### src/rtl/chime_pkg.sv
// Shared types and decode tables for the chime sequencer: FSM states, tone codes,
// half-period LUT (24 MHz clock) and duration decode.
package chime_pkg;

    localparam int THRESH_W = 16;

    typedef enum logic [2:0] {
        ST_IDLE,
        ST_LOAD,
        ST_PLAY,
`ifdef CHIME_GAP_EN
        ST_GAP,
`endif
        ST_FINISH
    } state_t;

    localparam logic [3:0] TONE_A3   = 4'd0;
    localparam logic [3:0] TONE_A4   = 4'd7;
    localparam logic [3:0] TONE_A5   = 4'd14;
    localparam logic [3:0] TONE_REST = 4'd15;

    function automatic logic [THRESH_W-1:0] half_period_lut(input logic [3:0] code);
        logic [THRESH_W-1:0] thr;
        unique case (code)
            4'd0:    thr = 16'd54544;
            4'd1:    thr = 16'd48582;
            4'd2:    thr = 16'd45801;
            4'd3:    thr = 16'd40815;
            4'd4:    thr = 16'd36363;
            4'd5:    thr = 16'd34383;
            4'd6:    thr = 16'd30611;
            4'd7:    thr = 16'd27272;
            4'd8:    thr = 16'd24290;
            4'd9:    thr = 16'd22944;
            4'd10:   thr = 16'd20442;
            4'd11:   thr = 16'd18208;
            4'd12:   thr = 16'd17191;
            4'd13:   thr = 16'd15305;
            4'd14:   thr = 16'd13635;
            default: thr = 16'd0;
        endcase
        return thr;
    endfunction

    // A zero threshold would toggle every cycle regardless of the shift, so floor at 1.
    function automatic logic [THRESH_W-1:0] eff_thresh(input logic [3:0] code, input int shift);
        logic [THRESH_W-1:0] v;
        v = half_period_lut(code) >> shift;
        return (v == '0) ? 16'd1 : v;
    endfunction

    function automatic logic [9:0] dur_decode(input logic [3:0] code);
        logic [9:0] ms;
        if (code <= 4'd4)       ms = 10'd1000;
        else if (code <= 4'd10) ms = 10'd500;
        else                    ms = 10'd250;
        return ms;
    endfunction

endpackage

### src/rtl/chime_square_gen.sv
// Half-period counter and toggle; restart holds counter and output at zero.
module square_gen
    import chime_pkg::*;
(
    input  logic                clk_i,
    input  logic                reset_i,
    input  logic                restart_i,
    input  logic [THRESH_W-1:0] thr_i,
    input  logic                mute_i,
    output logic                pwm_o
);

    logic [THRESH_W-1:0] cnt_q, cnt_d;
    logic                pwm_q, pwm_d;

    always_comb begin
        cnt_d = cnt_q + 1'b1;
        pwm_d = pwm_q;
        if (restart_i) begin
            cnt_d = '0;
            pwm_d = 1'b0;
        end else if (cnt_q >= thr_i) begin
            cnt_d = '0;
            pwm_d = ~pwm_q;
        end
        if (mute_i) pwm_d = 1'b0;
    end

    always_ff @(posedge clk_i or posedge reset_i) begin
        if (reset_i) begin
            cnt_q <= '0;
            pwm_q <= 1'b0;
        end else begin
            cnt_q <= cnt_d;
            pwm_q <= pwm_d;
        end
    end

    assign pwm_o = pwm_q;

endmodule

### src/rtl/chime_sequencer.sv
// Plays NUM_NOTES (tone, duration) pairs reps+1 times on a square-wave pin with start/busy/done.
// Define CHIME_GAP_EN to insert a silent GAP_MS gap between consecutive notes.
module chime_sequencer
    import chime_pkg::*;
#(
    parameter int NUM_NOTES    = 4,
    parameter int CLK_PER_MS   = 24000,
    parameter int THRESH_SHIFT = 0,
    parameter int REP_W        = 8,
`ifdef CHIME_GAP_EN
    parameter int GAP_MS       = 20,
`endif
    localparam int IDX_W = (NUM_NOTES > 1) ? $clog2(NUM_NOTES) : 1
) (
    input  logic                   clk_i,
    input  logic                   reset_i,
    input  logic                   start_i,
    input  logic [4*NUM_NOTES-1:0] tones_i,
    input  logic [4*NUM_NOTES-1:0] durs_i,
    input  logic [REP_W-1:0]       reps_i,
    output logic                   busy_o,
    output logic                   done_o,
    output logic [IDX_W-1:0]       note_idx_o,
    output logic                   pwm_o
);

    localparam int               PRE_W    = (CLK_PER_MS > 1) ? $clog2(CLK_PER_MS) : 1;
    localparam logic [PRE_W-1:0] PRE_LAST = PRE_W'(CLK_PER_MS - 1);
    localparam logic [IDX_W-1:0] LAST_IDX = IDX_W'(NUM_NOTES - 1);

    state_t                 state_q, state_d;
    logic [4*NUM_NOTES-1:0] tones_q, tones_d;
    logic [4*NUM_NOTES-1:0] durs_q, durs_d;
    logic [REP_W-1:0]       reps_q, reps_d;
    logic [REP_W-1:0]       pass_q, pass_d;
    logic [IDX_W-1:0]       idx_q, idx_d;
    logic [PRE_W-1:0]       pre_q, pre_d;
    logic [9:0]             ms_q, ms_d;

    logic [3:0]             tone_cur, dur_cur;
    logic [THRESH_W-1:0]    thr;
    logic                   tick, note_end, gap_end, last_note;
    logic                   busy, done, restart, mute;

    always_comb begin
        tone_cur = '0;
        dur_cur  = '0;
        for (int i = 0; i < NUM_NOTES; i++) begin
            if (idx_q == IDX_W'(i)) begin
                tone_cur = tones_q[4*(NUM_NOTES-1-i) +: 4];
                dur_cur  = durs_q[4*(NUM_NOTES-1-i) +: 4];
            end
        end
    end

    assign tick      = (pre_q == PRE_LAST);
    assign note_end  = (state_q == ST_PLAY) && tick && (ms_q == dur_decode(dur_cur) - 10'd1);
    assign last_note = (idx_q == LAST_IDX) && !(pass_q < reps_q);
`ifdef CHIME_GAP_EN
    assign gap_end   = (state_q == ST_GAP) && tick && (ms_q == 10'(GAP_MS - 1));
`else
    assign gap_end   = 1'b0;
`endif

    always_ff @(posedge clk_i or posedge reset_i) begin
        if (reset_i) state_q <= ST_IDLE;
        else         state_q <= state_d;
    end

    always_comb begin
        state_d = state_q;
        unique case (state_q)
            ST_IDLE:   if (start_i) state_d = ST_LOAD;
            ST_LOAD:   state_d = ST_PLAY;
            ST_PLAY: begin
                if (note_end) begin
                    if (last_note) state_d = ST_FINISH;
`ifdef CHIME_GAP_EN
                    else           state_d = ST_GAP;
`endif
                end
            end
`ifdef CHIME_GAP_EN
            ST_GAP:    if (gap_end) state_d = ST_PLAY;
`endif
            ST_FINISH: state_d = ST_IDLE;
            default:   state_d = ST_IDLE;
        endcase
    end

    always_comb begin
        busy = (state_q == ST_LOAD) || (state_q == ST_PLAY);
`ifdef CHIME_GAP_EN
        if (state_q == ST_GAP) busy = 1'b1;
`endif
        done = (state_q == ST_FINISH);
    end

    // Config is sampled in the LOAD cycle; afterwards input changes are invisible.
    always_comb begin
        tones_d = tones_q;
        durs_d  = durs_q;
        reps_d  = reps_q;
        pass_d  = pass_q;
        idx_d   = idx_q;
        pre_d   = '0;
        ms_d    = '0;
        if (state_q == ST_LOAD) begin
            tones_d = tones_i;
            durs_d  = durs_i;
            reps_d  = reps_i;
            pass_d  = '0;
            idx_d   = '0;
        end else if (busy) begin
            pre_d = tick ? '0 : pre_q + 1'b1;
            if (note_end || gap_end) ms_d = '0;
            else if (tick)           ms_d = ms_q + 1'b1;
            else                     ms_d = ms_q;
            if (note_end) begin
                if (idx_q != LAST_IDX) begin
                    idx_d = idx_q + 1'b1;
                end else if (pass_q < reps_q) begin
                    pass_d = pass_q + 1'b1;
                    idx_d  = '0;
                end
            end
        end
    end

    always_ff @(posedge clk_i or posedge reset_i) begin
        if (reset_i) begin
            tones_q <= '0;
            durs_q  <= '0;
            reps_q  <= '0;
            pass_q  <= '0;
            idx_q   <= '0;
            pre_q   <= '0;
            ms_q    <= '0;
        end else begin
            tones_q <= tones_d;
            durs_q  <= durs_d;
            reps_q  <= reps_d;
            pass_q  <= pass_d;
            idx_q   <= idx_d;
            pre_q   <= pre_d;
            ms_q    <= ms_d;
        end
    end

    // Tone counter is held cleared outside PLAY and on each note end, so every note starts at phase 0.
    assign restart = (state_q != ST_PLAY) || note_end;
    assign mute    = (tone_cur == TONE_REST);
    assign thr     = eff_thresh(tone_cur, THRESH_SHIFT);

    square_gen u_square_gen (
        .clk_i     (clk_i),
        .reset_i   (reset_i),
        .restart_i (restart),
        .thr_i     (thr),
        .mute_i    (mute),
        .pwm_o     (pwm_o)
    );

    assign busy_o     = busy;
    assign done_o     = done;
    assign note_idx_o = idx_q;

endmodule

### config.mk
export PLATFORM = sky130hd
export DESIGN_NAME = chime_sequencer
export DESIGN_NICKNAME = d
export VERILOG_FILES = /design/src/rtl/chime_pkg.sv /design/src/rtl/chime_square_gen.sv /design/src/rtl/chime_sequencer.sv
export SDC_FILE = /design/constraint.sdc
export NUM_CORES = 1
export LEC_CHECK = 0
export CORE_MARGIN = 3
export CORE_UTILIZATION = 35
export DETAILED_ROUTE_END_ITERATION = 12
export MAX_ROUTING_LAYER = met4
export SYNTH_ARGS = -nofsm -noshare
export SYNTH_HDL_FRONTEND = slang
export SYNTH_SLANG_ARGS = --single-unit
### constraint.sdc
create_clock -name clk_i -period 4.8 [get_ports clk_i]
set_input_delay 0.48 -clock clk_i [delete_from_list [all_inputs] [get_ports clk_i]]
set_output_delay 0.48 -clock clk_i [all_outputs]
set_load 0.02 [all_outputs]
# Word level (Yosys, flattened, before mapping)

Memory sizes are Yosys's and may differ from the RTL's.
Cells that the tools add are included.

Output and inout bits: 5
ROM bits: 256
Memories kept: 1
Logic and storage cells: 92
Bits in registers: 95
Bits of input ports: 43

Memories:

| name            | words | bits a word | rd ports | clocked after Yosys merged registers in | write ports | RTL line        | RTL |
|---|---|---|---|---|---|---|---|
| (no name shown) | 16    | 16          | 1        | 0                                       | 0           | chime_pkg.sv:24 | `unique case (code)` |

Add/sub/neg operators: 6
Bitwise gates (word level): 1
Reductions and logical operators: 17
Equality and inequality tests: 16
Multiplexer cells: 37
$lt $le $gt $ge: 4

Operators with widths:

| cell                                                                   | count |
|---|---|
| 10-bit 2-to-1 mux                                                      | 5 |
| 16-bit 2-to-1 mux                                                      | 3 |
| 15-bit 2-to-1 mux                                                      | 3 |
| 8-bit 2-to-1 mux                                                       | 5 |
| 4-bit 2-to-1 mux                                                       | 8 |
| 16-bit by 1-bit adder with 16-bit output (second input constant)       | 1 |
| 16-bit >= comparator                                                   | 1 |
| 16-bit logical NOT                                                     | 1 |
| 15-bit by 1-bit adder with 15-bit output (second input constant)       | 1 |
| 15-bit equality test (second input constant)                           | 1 |
| 10-bit by 1-bit adder with 10-bit output (second input constant)       | 1 |
| 10-bit equality test                                                   | 1 |
| 2-bit 2-to-1 mux                                                       | 5 |
| 2-bit != test (second input constant)                                  | 5 |
| 10-bit by 1-bit subtractor with 10-bit output (second input constant)  | 1 |
| 3-bit 2-to-1 mux                                                       | 3 |
| 9-bit 2-to-1 mux                                                       | 1 |
| 3-bit case mux with 3 select lines                                     | 1 |
| 8-bit by 1-bit adder with 8-bit output (second input constant)         | 1 |
| 8-bit less-than comparator                                             | 1 |
| 3-bit by 2-bit equality test with 1-bit output (second input constant) | 2 |
| 3-bit AND reduction                                                    | 2 |
| 2-bit nonzero test                                                     | 3 |
| 3-bit nonzero test                                                     | 2 |
| 17 further kinds                                                       | 23 |

# Logic depth before layout (Yosys ltp)

Gate-level depths: netlist of run 1.

Depth after elaboration: 14
Depth in mapped cells: 22
Mapped depth without buffers: 19

# Modules after synthesis

From an unflattened synthesis of run 1, not the netlist that was laid out.

Cell total of the unflattened synthesis: 617
Area total of the unflattened synthesis: 5,891.9 um^2

By module, submodules not included:

| module          | seq. area each (um^2) | cells an instance | instances | area an instance (um^2) |
|---|---|---|---|---|
| chime_sequencer | 1,926.8               | 484               | 1         | 4,702.0 |
| square_gen      | 425.4                 | 133               | 1         | 1,189.9 |

# Worst setup path after synthesis of run 1

OpenSTA, ideal clock, no wires.

Kind: reg2reg
Start point: register idx_q[1], in the netlist note_idx_o[1]
End point: register u_square_gen.cnt_q[10]
Path buffers: 3
Period minus slack after synthesis: 5.384 ns
Setup time: 0.086 ns
Slack: -0.584 ns
Required time: 4.714 ns
Cell stages (with the launch flop): 23
Arrival: 5.298 ns
Cell sequence: dfrtp_1 -> inv_1 -> ha_1 -> buf_2 -> nor2b_1 -> a221oi_1 -> nor3_1 -> a21oi_1 -> clkbuf_1 -> inv_1 -> ha_1 -> or4_1 -> o31a_1 -> o22ai_1 -> ha_1 -> nand2b_1 -> a21o_1 -> a211oi_1 -> o21bai_1 -> a2111oi_0 -> o221ai_1 -> clkbuf_1 -> nor3_1

Cells in the longest elaborated chain, start to end: 13
Elaborated cells on any way between the ends: 26
Those cells by class: add/sub: 1; order compare: 3; eq/ne: 4; mux: 13; reduce/logical: 4; memory: 1

RTL lines:

| item                                          | RTL line               | RTL |
|---|---|---|
| start: declaration                            | chime_sequencer.sv:36  | `logic [IDX_W-1:0] idx_q, idx_d;` |
| start signal: assignment                      | chime_sequencer.sv:144 | `idx_q <= idx_d;` |
| 2-bit logical NOT                             | chime_sequencer.sv:49  | `if (idx_q == IDX_W'(i)) begin` |
| 4-bit 2-to-1 mux (4 in series)                | chime_sequencer.sv:49  |  |
| 4-bit less-or-equal comparator                | chime_pkg.sv:55        | `else if (code <= 4'd10) ms = 10'd500;` |
| 9-bit 2-to-1 mux                              | chime_pkg.sv:55        |  |
| 10-bit 2-to-1 mux                             | chime_pkg.sv:54        | `if (code <= 4'd4) ms = 10'd1000;` |
| 10-bit by 1-bit subtractor with 10-bit output | chime_sequencer.sv:57  | `assign note_end = (state_q == ST_PLAY) && tick && (ms_q == dur_decode(dur_cur) - 10'd1);` |
| 10-bit equality test                          | chime_sequencer.sv:57  |  |
| 1-bit logical AND                             | chime_sequencer.sv:57  |  |
| 1-bit logical OR                              | chime_sequencer.sv:151 | `assign restart = (state_q != ST_PLAY) \|\| note_end;` |
| 16-bit 2-to-1 mux *                           | chime_square_gen.sv:19 | `if (restart_i) begin` |
| net u_square_gen.cnt_d[10]                    | chime_square_gen.sv:13 | `logic [THRESH_W-1:0] cnt_q, cnt_d;` |
| end signal: assignment                        | chime_square_gen.sv:34 | `cnt_q <= cnt_d;` |
| end: declaration                              | chime_square_gen.sv:13 |  |

The timed path passes the listed nets; every way through them passes the cells marked *.
A chain may end at the register's enable or synchronous reset.

# Final worst setup path of run 1

Start point: register idx_q[1], in the netlist note_idx_o[1]
End point: register u_square_gen.cnt_q[13]

Same word-level chain as after synthesis.

==> results.cfg, run 1 <==
[synthesis]
synthMuxAreaShare_pct = 7.50
ys_ff_latch = 94
synthSimpleGateAreaFrac_pct = 20.5
synth_fa_ha_area_share_pct = 9.72
synthCells = 598
synth_compound_area_share_pct = 13.2
synthXorXnorAreaFrac_pct = 4.69
avgSynthCellArea_um2 = 9.69
synthesis.area_um2 = 5790
synthTopCellsByArea = dfrtp_1, ha_1, mux2_2
yosys.area.top_type = dfrtp_1
synth_ff_type = dfrtp_1
synth.most_common_cell = dfrtp_1
synth_nets = 686
ys_seq_area_share_pct = 40.6
synth_common_cells = dfrtp_1, nand2_1, ha_1
synth_top_area_share_pct = 40.6
synth-edff-count = 0
synth_top_family_by_area = simple AND/OR/NAND/NOR gates
ys_warn_count = 0
async_flop_share_pct = 100
ys_types = 63

[timing]
fin_crit_sh_pct = 95.5
slew_headroom_pct = 45.6
slew_violations = 0
min_period_ns = 4.59
tightest_slew_ns = 0.815
fin_skew_ns = 0.00591
timing.hold.ws_ns = 0.487
max_freq_ghz = 0.218
finalSetupViolations = 0
hold_viol = 0

[setup_path]
crit_path_start = note_idx_o[1]
critPathSlowestCell = or4_1
crit_required_ns = 5.05
crit_fanout = 17
worst-endpoint-arrival_ns = 4.83
cpLargestDelayFamily = compound AO/OA/AOI/OAI gates
reg2regPathDepth = 20
start_kind = flop
crit_chain = inv_2 > ha_4 > buf_4 > a221oi_1 > nor3_1 > a21oi_2 > inv_4 > ha_4 > or4_1 > o31a_1 > o22ai_1 > ha_1 > nand2b_1 > a21o_1 > a211oi_1 > o21bai_1 > a2111oi_2 > o221ai_1 > buf_6 > nor3_1
cp.depth = 20
worstSetupEndpointType = flop
critPathCapture = u_square_gen.cnt_q[13]
rrSetupSlack_ns = 0.21
r2r-start = note_idx_o[1]
r2r_end = u_square_gen.cnt_q[13]
criticalPathCategory = reg -> reg
path_buf_inv = 4
critPathMaxStageDelay_ns = 0.52

[final_layout]
stdcell_count = 866
diodes = 0
fillCellCount = 1517
utilization_pct = 43.1
drive_gt1_share_pct = 13.7
finalNetCount = 733
postLayoutCellArea_um2 = 6920
area_growth_pct = 19.5

[global_route]
grt_first_pass_wirelength_mm = 22.7
grt_use_total_pct = 15.7
grt_max_degree = 64
overflow = 0
grt_pass1_vias = 4639
antenna_found_initial = 0

[die]
initial_core_util_pct = 36.1
rows = 46
core_area_um2 = 16100
fp.dieW_um = 135
dieArea_um2 = 18100
num_io_pins = 48
die_h_um = 135

[run_status]
status = finished, final reports clean

[clock_network]
clk-insertion-delay-late_ns = 0.34
clock-root-buffer = clkbuf_16
ctsLongestPathBuffers = 2
cts_tree = yes
cts_sinks = 94
hold_buffers = 0
cts_max_level = 3
cts_buffers = 9
clk_pin_slew_ns = 0.06

[placement]
port_buffers = 47
gp_congestion = 0.893
place_area_um2 = 6540
dp.cells = 846
dp_hpwl_mm = 9.63

[detailed_routing]
wl_per_cell_um = 15.1
via_per_inst = 5.32
initialDrtViolationCount = 256
routed_wl_mm = 13.1
drc = 0
dr_total_vias = 4609
first_pass_iters = 5
ant_nets = 0

[worst_hold_path]
hold_path.class = in -> async

[job]
maxCapViolations = 0

[power_and_ir_drop]
power_w = 0.00347
powerDensity_nw_per_um2 = 501
p_leak_nw = 3.00
ir_drop_mv = 0.224
==> cells by family (layout without fill, tap and decap cells) <==
family | count (synthesis) | count (layout)
AOI/OAI and AO/OA | 108 | 108
xor gates and xnor gates | 31 | 31
adders and majority gates | 45 | 45
buffers and inverters | 52 | 104
DFF | 94 | 94
muxes | 38 | 38
and+or+nand+nor | 230 | 230
==> per-stage QoR <==
step                      worst slack [ns]  setup TNS, ns
final                                0.215              0
after detailed placement            0.0757              0
after global routing              -0.00221       -0.00337
after CTS                           0.0277              0
after floorplan                     0.0178              0
after global placement               0.323              0
==> registers in the layout (all words and copies together) (netlist names) <==
name and count:
pass_q 8, note_idx_o 2, pre_q 15, u_square_gen.cnt_q 16, tones_q 16, reps_q 8
ms_q 10, state_q 2, durs_q 16, u_square_gen.pwm_o 1
==> final cells by class <==
| class | instances | area [µm²] | share of cell area [%] |
|---|---|---|---|
| clock inverters | 4 | 70.1 | 1.01 |
| inverters | 26 | 101 | 1.46 |
| clock buffers | 12 | 246 | 3.56 |
| repair buffers | 62 | 587 | 8.48 |
| flip-flops and latches | 94 | 2350 | 34.0 |
| multi-input cells | 452 | 3290 | 47.6 |
| well taps | 216 | 270 | 3.90 |
==> worst reg2reg max path, cell delays in order, from the launching register on <==
cell,delay (ns)
dfrtp_2,0.42
inv_2,0.08
ha_4,0.19
buf_4,0.14
a221oi_1,0.28
nor3_1,0.10
a21oi_2,0.19
inv_4,0.07
ha_4,0.26
or4_1,0.52
o31a_1,0.25
o22ai_1,0.15
ha_1,0.25
nand2b_1,0.15
a21o_1,0.18
a211oi_1,0.22
o21bai_1,0.13
a2111oi_2,0.31
o221ai_1,0.19
buf_6,0.20
nor3_1,0.21
==> power breakdown <==
| group | internal, W | total (W) | switching (W) | leakage, nW |
|---|---|---|---|---|
| combinational | 0.000677 | 0.00158 | 0.000902 | 1.63 |
| clock | 0.000469 | 0.000758 | 0.000289 | 0.157 |
| sequential | 0.000994 | 0.00113 | 0.000136 | 1.22 |
| total | 0.00214 | 0.00347 | 0.00133 | 3.00 |
==> cells in the final DEF, fill, tap and decap left out, drive strengths merged, types with 3 or more instances in the layout <==
master | netlist | layout
dfrtp | 94 | 94
clkdlybuf4s50 | 0 | 47
nand2 | 46 | 46
ha | 45 | 45
nor2 | 40 | 40
nand3 | 38 | 38
mux2 | 33 | 33
o21ai | 28 | 28
inv | 25 | 24
nor3 | 23 | 23
xor2 | 20 | 20
a21oi | 19 | 19
and3 | 18 | 18
nor2b | 18 | 18
buf | 7 | 15
clkbuf | 19 | 12
nand4 | 11 | 11
xnor2 | 11 | 11
a21o | 8 | 8
nand3b | 8 | 8
nand2b | 7 | 7
o221ai | 7 | 7
a211oi | 6 | 6
nor4 | 6 | 6
a221oi | 4 | 4
nor3b | 4 | 4
a211o | 4 | 4
mux2i | 4 | 4
clkinv | 1 | 4
and2 | 3 | 3
o22ai | 3 | 3
o21a | 3 | 3
a22oi | 3 | 3
o311ai | 3 | 3
o31ai | 3 | 3
a2111oi | 3 | 3
==> per-layer routing <==
metal / global-route usage [%] / share of wire, % / up-vias
met5: - / 0 / -
met2: 25.9 / 50 / 74
met1: 19.8 / 46 / 2261
li1: - / - / 2259
met3: 3.24 / 2.8 / 15
met4: 4.13 / 1.3 / 0
==> timing repair <==
| item | CTS | global route |
|---|---|---|
| resized for setup | 0 | 9 |
| setup buffers | 0 | 4 |
| endpoints found under the setup margin | 0 | 17 |
| endpoints found under the hold margin | 0 | 0 |
==> worst min path at each step <==
stage / slack (ns) / cells after the start / endpoint / startpoint
finish: 0.49 / 2 / u_square_gen.cnt_q[5] / reset_i
global route: 0.51 / 1 / pre_q[0] / pre_q[0]
CTS: 0.49 / 1 / pre_q[0] / pre_q[0]
detailed placement: 0.48 / 1 / pre_q[0] / pre_q[0]
global placement: 0.47 / 1 / pre_q[0] / pre_q[0]
floorplan: 0.45 / 1 / pre_q[0] / pre_q[0]
Note: power is estimated with default switching activity, not from simulation.
==> inputs of run 2 (changes only) <==
Settings changed: CTS_CLUSTER_SIZE set to 30, TNS_END_PERCENT set to 20.
==> results.cfg, run 2 (same netlist as run 1, synthesis figures left out) <==
[timing]
fin_skew_ns = 0.00586
slew_violations = 0
fin_ws_ns = 0.228
min_period_ns = 4.57
finalSetupViolations = 0
rsz0062_at_grt = no
hold_viol = 0
tightest_slew_ns = 0.820
max_freq_ghz = 0.219
fin_crit_sh_pct = 95.3
slew_headroom_pct = 45.3
setup_tns_ns = 0

[global_route]
grt_pass1_vias = 4639
antenna_found_initial = 0
grt_first_pass_wirelength_mm = 22.7
grt_max_degree = 64
grt_use_total_pct = 15.7
overflow = 0

[power_and_ir_drop]
swShare_pct = 38.2
power_frac_seq_pct = 32.6
ir_drop_mv = 0.224
internal_power_w = 0.00214
comb_power_share_pct = 45.5
powerDensity_nw_per_um2 = 501
p_leak_nw = 3.00
p_clk_share_pct = 21.9
p_sw_w = 0.00133

[detailed_routing]
dr_total_vias = 4590
wl_per_cell_um = 15.1
ant_nets = 0
via_per_inst = 5.31
routed_wl_mm = 13.1
first_pass_iters = 5
initialDrtViolationCount = 209
drc = 0

[setup_path]
crit_fanout = 17
criticalPathCategory = reg -> reg
crit_required_ns = 5.05
worst-endpoint-arrival_ns = 4.82
start_kind = flop
worstSetupEndpointType = flop

[final_layout]
final_cell_mix = dfrtp_1, clkdlybuf4s50_1, nand2_1
diodes = 0
top_regs = durs_q (16), tones_q (16), u_square_gen.cnt_q (16)
area_growth_pct = 19.4
finalNetCount = 732
stdcell_count = 865
final_common_cell = dfrtp_1
drive_gt1_share_pct = 13.6

[placement]
dp.cells = 846
pre_cts_ws_ns = 0.0757
port_buffers = 47
gp_congestion = 0.893
dp_hpwl_mm = 9.63

[clock_network]
cts_max_level = 3
ctsLongestPathBuffers = 2
clk-insertion-delay-late_ns = 0.34
cts_tree = yes
cts_buffers = 9
cts_sinks = 94
clock-root-buffer = clkbuf_16
clk_pin_slew_ns = 0.06

[die]
initial_core_util_pct = 36.1
core_area_um2 = 16100
fp.dieW_um = 135
num_io_pins = 48
die_h_um = 135
dieArea_um2 = 18100
rows = 46

[run_status]
status = finished, final reports clean

[worst_hold_path]
hold_path.class = in -> async

[job]
maxCapViolations = 0
-- run 2: cell count changes in the layout (fill, tap and decap cells not counted), sizes merged --
cell / before / now
buf: 15 / 14
-- run 2: area by class of cell --
cell class | instances | area [µm²]
clock inverters | 4 | 70.1
multi-input cells | 452 | 3290
flip-flops and latches | 94 | 2350
well taps | 216 | 270
repair buffers | 61 | 579
inverters | 26 | 101
fillers | 1517 | 9140
clock buffers | 12 | 246
-- run 2: metrics by stage --
| stage | cell area [µm²] | hold WS, ns | power, W | util (%) |
|---|---|---|---|---|
| floorplan | 5860 | 0.447 | 0.00227 | - |
| global placement | 6540 | 0.467 | 0.00266 | 40.7 |
| detailed placement | 6540 | 0.478 | 0.00270 | 40.7 |
| CTS | 6850 | 0.488 | 0.00349 | 42.7 |
| global route | 6910 | 0.513 | 0.00376 | 43.1 |
| finish | 6910 | 0.487 | 0.00346 | 43.1 |
-- run 2: power groups by stage --
stage | clock network [W] | logic [W] | registers [W]
floorplan | 0 | 0.00118 | 0.00109
global placement | 0 | 0.00151 | 0.00114
detailed placement | 0 | 0.00155 | 0.00114
CTS | 0.000786 | 0.00157 | 0.00113
global route | 0.000823 | 0.00178 | 0.00115
finish | 0.000758 | 0.00158 | 0.00113
-- run 2: critical path, cell delays in order (launching register included) --
cell       delay, ns
dfrtp_2         0.42
inv_2           0.08
ha_4            0.19
buf_4           0.14
a221oi_1        0.28
nor3_1          0.10
a21oi_2         0.19
inv_4           0.07
ha_4            0.26
or4_1           0.52
o31a_1          0.24
o22ai_1         0.15
ha_1            0.25
nand2b_1        0.15
a21o_1          0.18
a211oi_1        0.22
o21bai_1        0.13
a2111oi_2       0.32
o221ai_1        0.17
buf_6           0.19
nor3_1          0.21
-- run 2: what timing repair did --
action	CTS	global route
resized for setup	0	9
hold buffers	0	0
setup buffers	0	3
endpoints found under the setup margin	0	17
-- run 2: final timing paths --
kind,slack [ns],from,cells after the start,endpoint
setup / recovery,0.23,note_idx_o[1],20,u_square_gen.cnt_q[13]
hold / removal,0.49,reset_i,2,u_square_gen.cnt_q[5]
setup reg to reg,0.23,note_idx_o[1],20,u_square_gen.cnt_q[13]
hold reg to reg,0.50,pre_q[0],1,pre_q[0]
max in group asynchronous,3.05,reset_i,3,note_idx_o[0]
min in group clk_i,0.50,pre_q[0],1,pre_q[0]
-- run 2: routing by layer --
metal  wire [µm]  vias to the layer above  GRT usage, %  share of wire, %
li1            -                     2257             -                 -
met1        6020                     2246          19.8                46
met2        6530                       73          25.9                50
met3         376                       14          3.24               2.9
met4         164                        0          4.13               1.3
met5           0                        -             -                 0
